**config.mk**
```make
export PLATFORM = sky130hd
export DESIGN_NAME = multu_hilo_flat
export DESIGN_NICKNAME = d
export VERILOG_FILES = /design/src/rtl/multu_hilo_if.sv /design/src/rtl/multu_hilo.sv /design/src/flat_wrapper.sv
export SDC_FILE = /design/constraint.sdc
export NUM_CORES = 1
export LEC_CHECK = 0
export ABC_CLOCK_PERIOD_IN_PS = 6700
export BUFFER_PORTS_ARGS = -buffer_cell sky130_fd_sc_hd__buf_2
export CORE_MARGIN = 10
export CORE_UTILIZATION = 38
export CTS_BUF_LIST = sky130_fd_sc_hd__clkbuf_4
export CTS_CLUSTER_DIAMETER = 120
export CTS_CLUSTER_SIZE = 8
export DETAILED_ROUTE_END_ITERATION = 8
export PLACE_DENSITY = 0.65
export SLEW_MARGIN = 20
export SYNTH_ARGS = -nofsm -noshare
export SYNTH_HDL_FRONTEND = slang
export SYNTH_SLANG_ARGS = --single-unit
```
**constraint.sdc**
```tcl
create_clock -name i_clk -period 6.7 [get_ports i_clk]
set_clock_uncertainty 0.2 [all_clocks]
set_input_delay 0.67 -clock i_clk [delete_from_list [all_inputs] [get_ports i_clk]]
set_output_delay 0.67 -clock i_clk [all_outputs]
set_load 0.1 [all_outputs]
```
**src/rtl/multu_hilo_if.sv**
```systemverilog
// rtl/multu_hilo_if.sv - operand/function-code bus and HI/LO result bus for multu_hilo
//
// Signals:
//   data_a  [31:0]  multiplicand, sampled only on the start edge
//   data_b  [31:0]  multiplier, sampled only on the start edge
//   signal  [5:0]   function code; MULTU starts a multiply when the unit is idle
//   hi_out  [31:0]  HI register (upper half of the last completed product)
//   lo_out  [31:0]  LO register (lower half of the last completed product)
//   busy            high while a multiply is running or being committed
//   done            one-cycle pulse in the cycle after HI/LO are written
//
// master: the instruction/operand side that drives codes and operands.
// slave:  the multiplier unit itself.

interface multu_hilo_if;
    logic [31:0] data_a;
    logic [31:0] data_b;
    logic [5:0]  signal;
    logic [31:0] hi_out;
    logic [31:0] lo_out;
    logic        busy;
    logic        done;

    modport master (
        output data_a,
        output data_b,
        output signal,
        input  hi_out,
        input  lo_out,
        input  busy,
        input  done
    );

    modport slave (
        input  data_a,
        input  data_b,
        input  signal,
        output hi_out,
        output lo_out,
        output busy,
        output done
    );
endinterface

```
**src/rtl/multu_hilo.sv**
```systemverilog
// rtl/multu_hilo.sv - sequential unsigned 32x32 shift-add multiplier with HI/LO register pair
//
// Ports:
//   i_clk    single clock, all state updates on the rising edge
//   i_rst    asynchronous, active-high reset; clears all state including HI/LO
//   io_bus   multu_hilo_if.slave: data_a/data_b/signal in, hi_out/lo_out/busy/done out
//
// A MULTU code seen while idle captures the operands and runs 32 shift-add
// iterations (one per clock), then commits the 64-bit product to HI/LO on the
// following edge. HI/LO are driven continuously so a downstream result MUX can
// return them for MFHI/MFLO. Codes arriving while busy are ignored.

module multu_hilo #(
    parameter logic [5:0] MULTU_CODE = 6'b011001
) (
    input  logic         i_clk,
    input  logic         i_rst,
    multu_hilo_if.slave  io_bus
);

    localparam int WIDTH = 32;

    typedef enum logic [1:0] {
        S_IDLE  = 2'd0,
        S_RUN   = 2'd1,
        S_WRITE = 2'd2
    } state_t;

    state_t               r_state;
    state_t               w_state_nxt;

    logic [WIDTH-1:0]     r_mcand;
    logic [WIDTH-1:0]     w_mcand_nxt;
    logic [2*WIDTH-1:0]   r_prod;
    logic [2*WIDTH-1:0]   w_prod_nxt;
    logic [4:0]           r_cnt;
    logic [4:0]           w_cnt_nxt;
    logic [WIDTH-1:0]     r_hi;
    logic [WIDTH-1:0]     w_hi_nxt;
    logic [WIDTH-1:0]     r_lo;
    logic [WIDTH-1:0]     w_lo_nxt;
    logic                 r_done;
    logic                 w_done_nxt;

    logic                 w_start;
    logic [WIDTH:0]       w_addend;
    logic [WIDTH:0]       w_sum;

    // A start is only recognised in IDLE; in RUN/WRITE the code is ignored,
    // so there is no restart and no queueing of a second request.
    assign w_start = (r_state == S_IDLE) && (io_bus.signal == MULTU_CODE);

    // One shift-add step. The add is 33 bits wide so the carry out of the
    // upper half survives the right shift and lands in bit 63 of prod.
    assign w_addend = r_prod[0] ? {1'b0, r_mcand} : '0;
    assign w_sum    = {1'b0, r_prod[2*WIDTH-1:WIDTH]} + w_addend;

    always_ff @(posedge i_clk or posedge i_rst) begin
        if (i_rst) begin
            r_state <= S_IDLE;
            r_mcand <= '0;
            r_prod  <= '0;
            r_cnt   <= '0;
            r_hi    <= '0;
            r_lo    <= '0;
            r_done  <= 1'b0;
        end else begin
            r_state <= w_state_nxt;
            r_mcand <= w_mcand_nxt;
            r_prod  <= w_prod_nxt;
            r_cnt   <= w_cnt_nxt;
            r_hi    <= w_hi_nxt;
            r_lo    <= w_lo_nxt;
            r_done  <= w_done_nxt;
        end
    end

    always_comb begin
        w_state_nxt = r_state;
        w_mcand_nxt = r_mcand;
        w_prod_nxt  = r_prod;
        w_cnt_nxt   = r_cnt;
        w_hi_nxt    = r_hi;
        w_lo_nxt    = r_lo;
        w_done_nxt  = 1'b0;

        case (r_state)
            S_IDLE: begin
                if (w_start) begin
                    w_mcand_nxt = io_bus.data_a;
                    w_prod_nxt  = {{WIDTH{1'b0}}, io_bus.data_b};
                    w_cnt_nxt   = 5'd0;
                    w_state_nxt = S_RUN;
                end
            end

            S_RUN: begin
                // The multiplier bits are consumed from prod[0] as the
                // partial product shifts in from the top.
                w_prod_nxt = {w_sum, r_prod[WIDTH-1:1]};
                w_cnt_nxt  = r_cnt + 5'd1;
                if (r_cnt == 5'd31) begin
                    w_state_nxt = S_WRITE;
                end
            end

            S_WRITE: begin
                w_hi_nxt    = r_prod[2*WIDTH-1:WIDTH];
                w_lo_nxt    = r_prod[WIDTH-1:0];
                w_done_nxt  = 1'b1;
                w_state_nxt = S_IDLE;
            end

            default: begin
                w_state_nxt = S_IDLE;
            end
        endcase
    end

    assign io_bus.hi_out = r_hi;
    assign io_bus.lo_out = r_lo;
    assign io_bus.busy   = (r_state == S_RUN) || (r_state == S_WRITE);
    assign io_bus.done   = r_done;

endmodule

```
**src/flat_wrapper.sv**
```systemverilog
// flat-port wrapper written by rule: the top's interface ports become plain ports
module multu_hilo_flat 
#(
    parameter logic [5:0] MULTU_CODE = 6'b011001
)
  (i_clk, i_rst, io_bus_data_a, io_bus_data_b, io_bus_signal, io_bus_hi_out, io_bus_lo_out, io_bus_busy, io_bus_done);
  multu_hilo_if io_bus_i ();
  input  logic i_clk;
  input  logic i_rst;
  input wire logic [$bits(io_bus_i.data_a)-1:0] io_bus_data_a;
  input wire logic [$bits(io_bus_i.data_b)-1:0] io_bus_data_b;
  input wire logic [$bits(io_bus_i.signal)-1:0] io_bus_signal;
  output wire logic [$bits(io_bus_i.hi_out)-1:0] io_bus_hi_out;
  output wire logic [$bits(io_bus_i.lo_out)-1:0] io_bus_lo_out;
  output wire logic [$bits(io_bus_i.busy)-1:0] io_bus_busy;
  output wire logic [$bits(io_bus_i.done)-1:0] io_bus_done;
  assign io_bus_i.data_a = io_bus_data_a;
  assign io_bus_i.data_b = io_bus_data_b;
  assign io_bus_i.signal = io_bus_signal;
  assign io_bus_hi_out = io_bus_i.hi_out;
  assign io_bus_lo_out = io_bus_i.lo_out;
  assign io_bus_busy = io_bus_i.busy;
  assign io_bus_done = io_bus_i.done;
  multu_hilo #(.MULTU_CODE(MULTU_CODE)) u_core (.i_clk(i_clk), .i_rst(i_rst), .io_bus(io_bus_i));
endmodule
```
==> metrics.yaml <==
rows: 54
synthCells: 753
final_nets: 987
yosysTopAreaCellShare_pct: 50.4
yosysTopAreaCell: "dfrtp_1"
yosysSeqAreaShare_pct: 50.4
intPower_mw: 1.89
die-area_um2: 28300
endpoint: "u_core.r_prod[59]"
syn_area_per_cell_um2: 11.1
htreeDepth: 4
hold_viol: 18
coreArea_um2: 21700
vdd_drop_max_mv: 0.158
layout-drive-gt1-share_pct: 32.7
p_leak_nw: 4.91
crit_arrival_ns: 4.08
antenna_found_initial: 2
netlist-cell-type-count: 57
die_w_um: 168
r2r-start: "u_core.r_prod[0]"
hp-class: "input pin to asynchronous set/reset pin"
critPathMaxFanout: 34
gpl.final_weighted_congestion: 0.826
insertion_delay_ns: 0.58
endpoint_kind: "flop"
die_h_um: 168
yosys_warnings: 0
r2r_cells: 12
drtIter0Drc: 341
maxSlewViolCount: 0
holdWs_ns: -0.0196
setup_viol: 0
cellPowerDensity_nw_per_um2: 337
post-route-drc-count: 0
clkPwrFrac_pct: 19.7
final_cells: 1170
slowest_stage: "dfrtp_1"
synth_ff_type: "dfrtp_1"
drv_cap: 0
gr-total-overflow: 0
finalSetupTns_ns: 0
post-place-ws_ns: 2.77
grt_start_max_net_pins: 116
r2r_end: "u_core.r_prod[59]"
cts_resized: 0
root_buffer: "clkbuf_4"
post_cts_buffers: 0
synthesis.area_um2: 8350
async_reset_ff_share_pct: 100
grt_use_total_pct: 14.0
ys_seq_elements: 168
cts_tree: "done"
postCtsHoldBufs: 0
start_util_pct: 38.5
worstPathCellList: "and2_1 > ha_1 > inv_1 > fa_1 > nor2b_1 > o2111ai_1 > a211oi_2 > nor3_2 > o31a_4 > o31ai_4 > xnor2_1 > o21ai_2"
area_delta_synth_final_pct: 15.3
required_ns: 6.96
period_share_pct: 57.0
period_minus_slack_ns: 3.82
max_slew_margin_pct: 36.9
cts.sinks: 168
reg2reg_setup_slack_ns: 2.88
max_stage_delay_ns: 1.00
cts_made_buffers: 17
tightestPinTransition_ns: 0.947
switching_share_pct: 41.6
p_switching_mw: 1.35
critPathLaunchType: "flop"
p_seq_share_pct: 44.2
grt_pass1_vias: 6236
synth_nets: 864
fmax_mhz: 262
rsz0062_at_grt: "no"
netlist_top_cells_area: "dfrtp_1 (50%), mux2_2 (13%), ha_1 (5.7%)"
synth_edf_count: 0
nFillCells: 2061
failed_checks: "negative hold slack"
place_hpwl_um: 14100
io_pins: 138
port_buffers: 137
dr.pass1.iters: 4
vias_per_cell: 5.17
clockBufferDepth: 2
ant_nets: 0
layout_setup_ws_ns: 2.88
clk_pin_slew_ns: 0.20
via_count: 6051
pwr-share-comb_pct: 36.2
wl_per_cell_um: 17.0
grt_first_pass_wirelength_um: 32700
crit_start: "u_core.r_prod[0]"
status: "complete, but fails checks"
placed_cells: 1135
routed_wl_um: 19800
critPathKind: "flop to flop"
## Yosys cell counts, types with 2 or more instances
cell,count
or4_1,3
a21o_1,17
nor2_1,68
clkbuf_1,34
a22o_1,3
nand3_1,6
xor2_1,13
a31oi_1,7
nand2b_1,2
o21ai_1,5
o31ai_4,2
a211oi_2,2
xnor2_1,14
and3_1,5
nand2_2,2
inv_1,12
a21oi_1,40
a221oi_1,2
a21boi_0,2
o22ai_1,23
o21ai_2,2
and2_1,33
o2111ai_1,2
o21ai_0,38
dfrtp_1,168
buf_4,2
ha_1,38
nand4_1,6
o211ai_1,5
o21bai_1,4
or3_1,3
mux2i_1,11
a31o_2,2
nor2b_1,3
nand2_1,55
mux2_2,97
nor3_1,2
## flip-flops by register name, indices dropped and copies added, names as in the netlist
| name | flops |
|---|---|
| u_core.io_bus.hi_out | 32 |
| u_core.r_state | 2 |
| u_core.io_bus.lo_out | 32 |
| u_core.r_cnt | 5 |
| u_core.io_bus.done | 1 |
| u_core.r_mcand | 32 |
| u_core.r_prod | 64 |
## layout make-up
cell class | count | area [um2] | share of cell area (%)
Clock inverter | 15 | 196 | 2.04
Clock buffer | 17 | 128 | 1.33
Tap cell | 280 | 350 | 3.64
Sequential cell | 168 | 4200 | 43.7
Antenna cell | 1 | 2.50 | 0.0260
Timing Repair Buffer | 144 | 762 | 7.91
Inverter | 12 | 52.6 | 0.546
Multi-Input combinational cell | 533 | 3930 | 40.8
## cells in the final DEF, fill, tap and decap left out, types with 5 or more instances in the layout
cell type  synthesis  layout
inv_8              0       6
a31oi_1            7       7
o211ai_1           5       5
and2_1            33      33
clkbuf_4           0      17
and3_1             5       5
a21o_1            17      17
nand2_1           55      55
xor2_1            13      13
a21oi_1           40      40
nand3_1            6       6
buf_2              1     137
nand4_1            6       6
buf_4              2       5
mux2_2            97      97
mux2i_1           11      11
dfrtp_1          168     168
inv_1             12      11
xnor2_1           14      14
nor2_1            68      68
ha_1              38      37
clkinv_8           0       5
o22ai_1           23      23
o21ai_0           38      38
## critical path: cells and delay by family (launching register included)
family | cells | cell delay [ns]
buffers and inverters | 1 | 0.05
XOR/XNOR | 1 | 0.15
AND/OR/NAND/NOR | 3 | 0.51
flip-flops | 1 | 1.00
AO/OA/AOI/OAI | 5 | 1.25
adder cells (fa/ha/maj) | 2 | 0.55
## routing by layer
metal	track usage, %	wire, um	part of all wire (%)	up-vias
met1	18.1	9210	46	2965
li1	-	-	-	2934
met4	3.29	138	0.70	0
met5	0	0	0	-
met2	21.6	9040	46	141
met3	5.42	1450	7.3	11
## metrics by stage
step / instance area [um2] / hold slack [ns] / util [%] / power (mW)
detailed placement: 9260 / 0.290 / 42.7 / 2.61
CTS: 9580 / 0.0546 / 44.2 / 3.26
global placement: 9260 / 0.282 / 42.7 / 2.59
floorplan: 8350 / 0.265 / - / 2.32
global route: 9630 / 0.00119 / 44.4 / 3.50
finish: 9630 / -0.0196 / 44.4 / 3.24
## kinds of logic (layout without fill, tap and decap cells)
group | after synthesis | in the layout | share of synthesized area, %
fa+ha+maj | 39 | 39 | 5.94
simple gates | 194 | 194 | 10.9
flops | 168 | 168 | 50.4
other cells | 0 | 1 | 0
mux | 108 | 108 | 14.4
xor+xnor | 27 | 27 | 2.83
compound gates | 165 | 165 | 12.8
buf+inv | 52 | 188 | 2.74
## worst min-delay path by stage
| stage | endpoint |
|---|---|
| 3_5_place_dp | u_core.io_bus.lo_out[23] |
| 3_3_place_gp | u_core.r_mcand[30] |
| 4_1_cts | u_core.r_prod[16] |
| 2_1_floorplan | u_core.r_cnt[2] |
| 6_report | u_core.io_bus.lo_out[14] |
| 5_1_grt | u_core.io_bus.lo_out[14] |
## power groups by stage
stage          Clock, mW  Combinational (mW)  Sequential (mW)
2_1_floorplan          0               0.948             1.38
3_3_place_gp           0                1.14             1.45
3_5_place_dp           0                1.16             1.45
4_1_cts            0.662                1.16             1.43
5_1_grt            0.703                1.33             1.47
6_report           0.638                1.17             1.43
Power figures use the tool's default switching activity.
